==> config.mk <==
export PLATFORM = sky130hd
export DESIGN_NAME = if_fetch_stage
export DESIGN_NICKNAME = d
export VERILOG_FILES = /design/src/rtl/if_fetch_stage.sv
export SDC_FILE = /design/constraint.sdc
export NUM_CORES = 1
export LEC_CHECK = 0
export ABC_AREA = 1
export CAP_MARGIN = 20
export CORE_MARGIN = 1.5
export CORE_UTILIZATION = 30
export CTS_BUF_LIST = sky130_fd_sc_hd__clkbuf_8
export DETAILED_ROUTE_END_ITERATION = 7
export RECOVER_POWER = 50
export SLEW_MARGIN = 10
export SYNTH_ARGS = -nofsm -noshare
export SYNTH_HDL_FRONTEND = slang
export SYNTH_SLANG_ARGS = --single-unit
==> constraint.sdc <==
create_clock -name clk -period 2.35 [get_ports clk]
set_input_delay 0.235 -clock clk [delete_from_list [all_inputs] [get_ports clk]]
set_output_delay 0.235 -clock clk [all_outputs]
set_load 0.03 [all_outputs]
==> src/rtl/if_fetch_stage.sv <==
// Instruction-fetch stage with IF/ID pipeline register: owns the PC, fetches over a
// req/ack handshake, and applies ID's branch redirect (flush) and the hazard unit's stall.
module if_fetch_stage #(
    parameter logic [31:0] RESET_PC  = 32'h0000_0000,
    parameter logic [31:0] NOP_INSTR = 32'h0000_0000
) (
    input  logic        clk,
    input  logic        rst_n,
    input  logic        stall_i,
    input  logic        branch_taken_i,
    input  logic [31:0] branch_target_i,
    output logic        imem_req_o,
    output logic [31:0] imem_addr_o,
    input  logic        imem_ack_i,
    input  logic [31:0] imem_rdata_i,
    output logic [31:0] if_id_instr_o,
    output logic [31:0] if_id_pc4_o,
    output logic        if_id_valid_o
);

    typedef enum logic [1:0] {
        S_START,
        S_REQ,
        S_DROP,
        S_HOLD
    } state_t;

    state_t      r_state;
    state_t      w_state_next;
    logic [31:0] r_addr;
    logic [31:0] w_addr_next;
    logic [31:0] r_redirect;
    logic [31:0] w_redirect_next;
    logic [31:0] r_hold_instr;
    logic [31:0] w_hold_instr_next;
    logic [31:0] r_hold_pc4;
    logic [31:0] w_hold_pc4_next;
    logic [31:0] r_instr;
    logic [31:0] w_instr_next;
    logic [31:0] r_pc4;
    logic [31:0] w_pc4_next;
    logic        r_valid;
    logic        w_valid_next;

    logic [31:0] w_target;
    logic [31:0] w_addr_plus4;
    logic [31:0] w_reset_pc;

    // Low address bits are masked so every fetch address stays word aligned.
    assign w_target     = branch_target_i & 32'hFFFF_FFFC;
    assign w_reset_pc   = RESET_PC & 32'hFFFF_FFFC;
    assign w_addr_plus4 = r_addr + 32'd4;

    always_comb begin
        w_state_next      = r_state;
        w_addr_next       = r_addr;
        w_redirect_next   = r_redirect;
        w_hold_instr_next = r_hold_instr;
        w_hold_pc4_next   = r_hold_pc4;
        w_instr_next      = r_instr;
        w_pc4_next        = r_pc4;
        w_valid_next      = r_valid;

        case (r_state)
            S_START: begin
                w_state_next = S_REQ;
                w_addr_next  = w_reset_pc;
            end

            S_REQ: begin
                if (branch_taken_i) begin
                    w_instr_next = NOP_INSTR;
                    w_valid_next = 1'b0;
                    if (imem_ack_i) begin
                        w_addr_next = w_target;
                    end else begin
                        w_redirect_next = w_target;
                        w_state_next    = S_DROP;
                    end
                end else if (imem_ack_i) begin
                    w_addr_next = w_addr_plus4;
                    if (stall_i) begin
                        w_hold_instr_next = imem_rdata_i;
                        w_hold_pc4_next   = w_addr_plus4;
                        w_state_next      = S_HOLD;
                    end else begin
                        w_instr_next = imem_rdata_i;
                        w_pc4_next   = w_addr_plus4;
                        w_valid_next = 1'b1;
                    end
                end else if (!stall_i) begin
                    w_instr_next = NOP_INSTR;
                    w_valid_next = 1'b0;
                end
            end

            S_DROP: begin
                // The in-flight request cannot be cancelled; wait for it, then redirect.
                w_instr_next = NOP_INSTR;
                w_valid_next = 1'b0;
                if (branch_taken_i) begin
                    w_redirect_next = w_target;
                end
                if (imem_ack_i) begin
                    w_addr_next  = branch_taken_i ? w_target : r_redirect;
                    w_state_next = S_REQ;
                end
            end

            S_HOLD: begin
                if (branch_taken_i) begin
                    w_addr_next  = w_target;
                    w_instr_next = NOP_INSTR;
                    w_valid_next = 1'b0;
                    w_state_next = S_REQ;
                end else if (!stall_i) begin
                    w_instr_next = r_hold_instr;
                    w_pc4_next   = r_hold_pc4;
                    w_valid_next = 1'b1;
                    w_state_next = S_REQ;
                end
            end

            default: begin
                w_state_next = S_START;
            end
        endcase
    end

    always_ff @(posedge clk) begin
        if (!rst_n) begin
            r_state      <= S_START;
            r_addr       <= w_reset_pc;
            r_redirect   <= 32'd0;
            r_hold_instr <= 32'd0;
            r_hold_pc4   <= 32'd0;
            r_instr      <= NOP_INSTR;
            r_pc4        <= 32'd0;
            r_valid      <= 1'b0;
        end else begin
            r_state      <= w_state_next;
            r_addr       <= w_addr_next;
            r_redirect   <= w_redirect_next;
            r_hold_instr <= w_hold_instr_next;
            r_hold_pc4   <= w_hold_pc4_next;
            r_instr      <= w_instr_next;
            r_pc4        <= w_pc4_next;
            r_valid      <= w_valid_next;
        end
    end

    assign imem_req_o    = (r_state == S_REQ) || (r_state == S_DROP);
    assign imem_addr_o   = r_addr;
    assign if_id_instr_o = r_instr;
    assign if_id_pc4_o   = r_pc4;
    assign if_id_valid_o = r_valid;

endmodule

==> metrics.txt <==
final worst path period share 0.935; HP Class input pin to flip-flop; number of distinct library cells after synthesis 34; sequential share of the synthesized area 0.413; number of routed nets with antenna violations 0; Die X between 150 and 200 um; area of the die 32600 sq um; DPL Wire Length about 20 mm; area of the mapped netlist 9460 sq um; weighted congestion reported at the end of routability-driven placement 0.855; number of antenna diodes 0; final setup violation count 0; critical path type flip-flop to output pin; final setup skew between 0.015 and 0.02 ns; maximum vdd drop between 0.3 and 0.4 mV; maximum level of the CTS H-tree 4; count of port buffers added during placement 164; mean post-synth cell area between 6 and 7 sq um; EDFF count, synth 0; critical path data arrival time 1.96 ns; total nets after synthesis around 1400; wire length per cell after detailed routing between 15 and 20 um; slew at the pin with the worst max-slew slack between 0.6 and 0.7 ns; Post-Route Setup TNS 0 ns; clk root buf clkbuf_8; count leader, synth nand2_1; die boundary height ~180 um; critical path data required time roughly 2.1 ns; fraction of synthesis flops using an asynchronous set or reset pin 0; Max Freq between 0.4 and 0.5 GHz; unrepaired setup endpoints after global routing false; number of max-cap violations 0; Detailed Route Iter0 Violations about 730; core region area 30800 sq um; wire length of the first global-routing pass ~47 mm; number of global-route vias before repair slightly above 8000; largest area contributor in the netlist dfxtp_1; startpoint types flip-flop; Sink Count between 150 and 200; initial antenna violation count 0; worst hold margin 0.242 ns; largest fanout of any net on the critical path 6; number of cells produced by synthesis approximately 1400; Total GRT Usage 0.178; worst slew margin relative to its limit 0.579; clock-pin transition on the worst setup and hold timing paths 0.11 ns; yosys warns 0; ratio of total power to cell area roughly 830 nW/um^2; fraction of final layout cells sized beyond drive strength 1 0.0753; cts-stage hold buffer count 0; DR DRC count 0; Initial Util 0.307; number of rows in the core area 64; status complete, no violations; Max clock buf depth 2; depth of the worst hold-timing path 3; top post-synthesis cells by count nand2_1 (270), nor2_1 (200), dfxtp_1 (195); I/O pins roughly 170; Setup Buffers After CTS 0; Post-layout nets about 1500; worst setup slack before clock tree synthesis between 0.2 and 0.3 ns; count of TritonRoute iterations in the first routing pass 5; Via density slightly below 5; slack of the critical path around 0.15 ns; flops & latches, synth 195; Final Hold Fails 0; clock latency on the worst-skew pair 0.47 ns; Static Leakage 5.09 nW; CTS Buf Count 17; nature of the critical path endpoint output pin; cells taking the most area after synthesis dfxtp_1 (41%), nand2_1 (11%), a21oi_1 (9.5%); P&R area growth vs syn 25.0%; top_reg_cell synth dfxtp_1; TritonCTS clock tree done; total via count after detailed routing 9187; residual overflow from global routing 0; number of slew-limit violations in the final report 0; maximum number of pins on one net before global-route repair 70; Total Wirelength ~30 mm; shortest clock period the worst path allows after layout between 2 and 2.5 ns; post-cts gate resize count 0; depth of the worst register-to-register path 9; fraction of post-synthesis cell area in the top cell type by area 0.413
routing by layer:
metal	GRT usage	vias to the layer above	wire length (um)
li1	-	4691	-
met1	0.261	4257	14600
met2	0.270	219	13000
met3	0.0319	20	1290
met4	0.0440	0	377
met5	0	-	0
registers in the layout, summed over array words and instances, names as in the netlist:
register       flops
if_id_instr_o     32
if_id_pc4_o       32
imem_addr_o       32
r_hold_instr      32
r_hold_pc4        32
r_redirect        32
r_state            2
if_id_valid_o      1
logic make-up after synthesis:
logic type	count (synthesis)	synth area share
simple gates	536	0.238
compound gates	428	0.245
flops	195	0.413
buf+inv	177	0.0779
xor+xnor	15	0.0194
fa+ha+maj	5	0.00661
path summary, 6_finish.rpt:
kind	startpoint	slack, ns	to
min	rst_n	0.24	r_redirect[17]$_SDFFE_PN0P_
max reg2reg	r_state[0]$_SDFFE_PN0P_	0.24	imem_addr_o[3]$_SDFFE_PN0P_
min reg2reg	r_hold_pc4[2]$_SDFFE_PN0P_	0.46	if_id_pc4_o[2]$_SDFFE_PN0P_
max	r_state[0]$_SDFFE_PN0P_	0.15	imem_req_o
stage by stage:
stage / total power [W] / instances / util / area [sq um]
CTS: 0.0101 / 1884 / 0.385 / 11900
detailed placement: 0.00786 / 1852 / 0.372 / 11500
floorplan: 0.00646 / 1356 / - / 9460
global route: 0.0105 / 1884 / 0.384 / 11800
global placement: 0.00781 / 1852 / 0.372 / 11500
finish: 0.00987 / 1884 / 0.384 / 11800
power by group:
part | leakage (nW) | switching, W | internal, W
Sequential | 1.59 | 0.000319 | 0.00383
Combinational | 3.30 | 0.00231 | 0.00117
Clock | 0.202 | 0.00131 | 0.000936
placed cells by master (no fill, tap or decap), types with 7 or more instances in the layout:
cell and n:
nand2_1 270, nor2_1 200, dfxtp_1 195, a21oi_1 180, o21ai_0 160, dlygate4sd3_1 96, inv_1 77, clkdlybuf4s50_1 67
a22oi_1 32, o21ai_1 30, nand3_1 21, clkbuf_8 19, buf_4 17, o211ai_1 11, inv_2 9, nor2_4 8
and2_1 7, nand2_2 7, xor2_2 7, a31oi_1 7, xor2_1 7
area by class of cell:
class | count | area (sq um)
Clock inverter | 13 | 140
Clock buffer | 19 | 262
Multi-Input combinational cell | 984 | 4800
Inverter | 87 | 327
Sequential cell | 195 | 3900
Fill cell | 3169 | 19000
Timing Repair Buffer | 190 | 1900
Tap cell | 396 | 495
critical path, cell delays in order, from the launching register on:
cell and delay, ns:
dfxtp_1 0.43, inv_1 0.09, ha_1 0.28, clkdlybuf4s50_1 0.71
(Power assumes the default switching activity.)
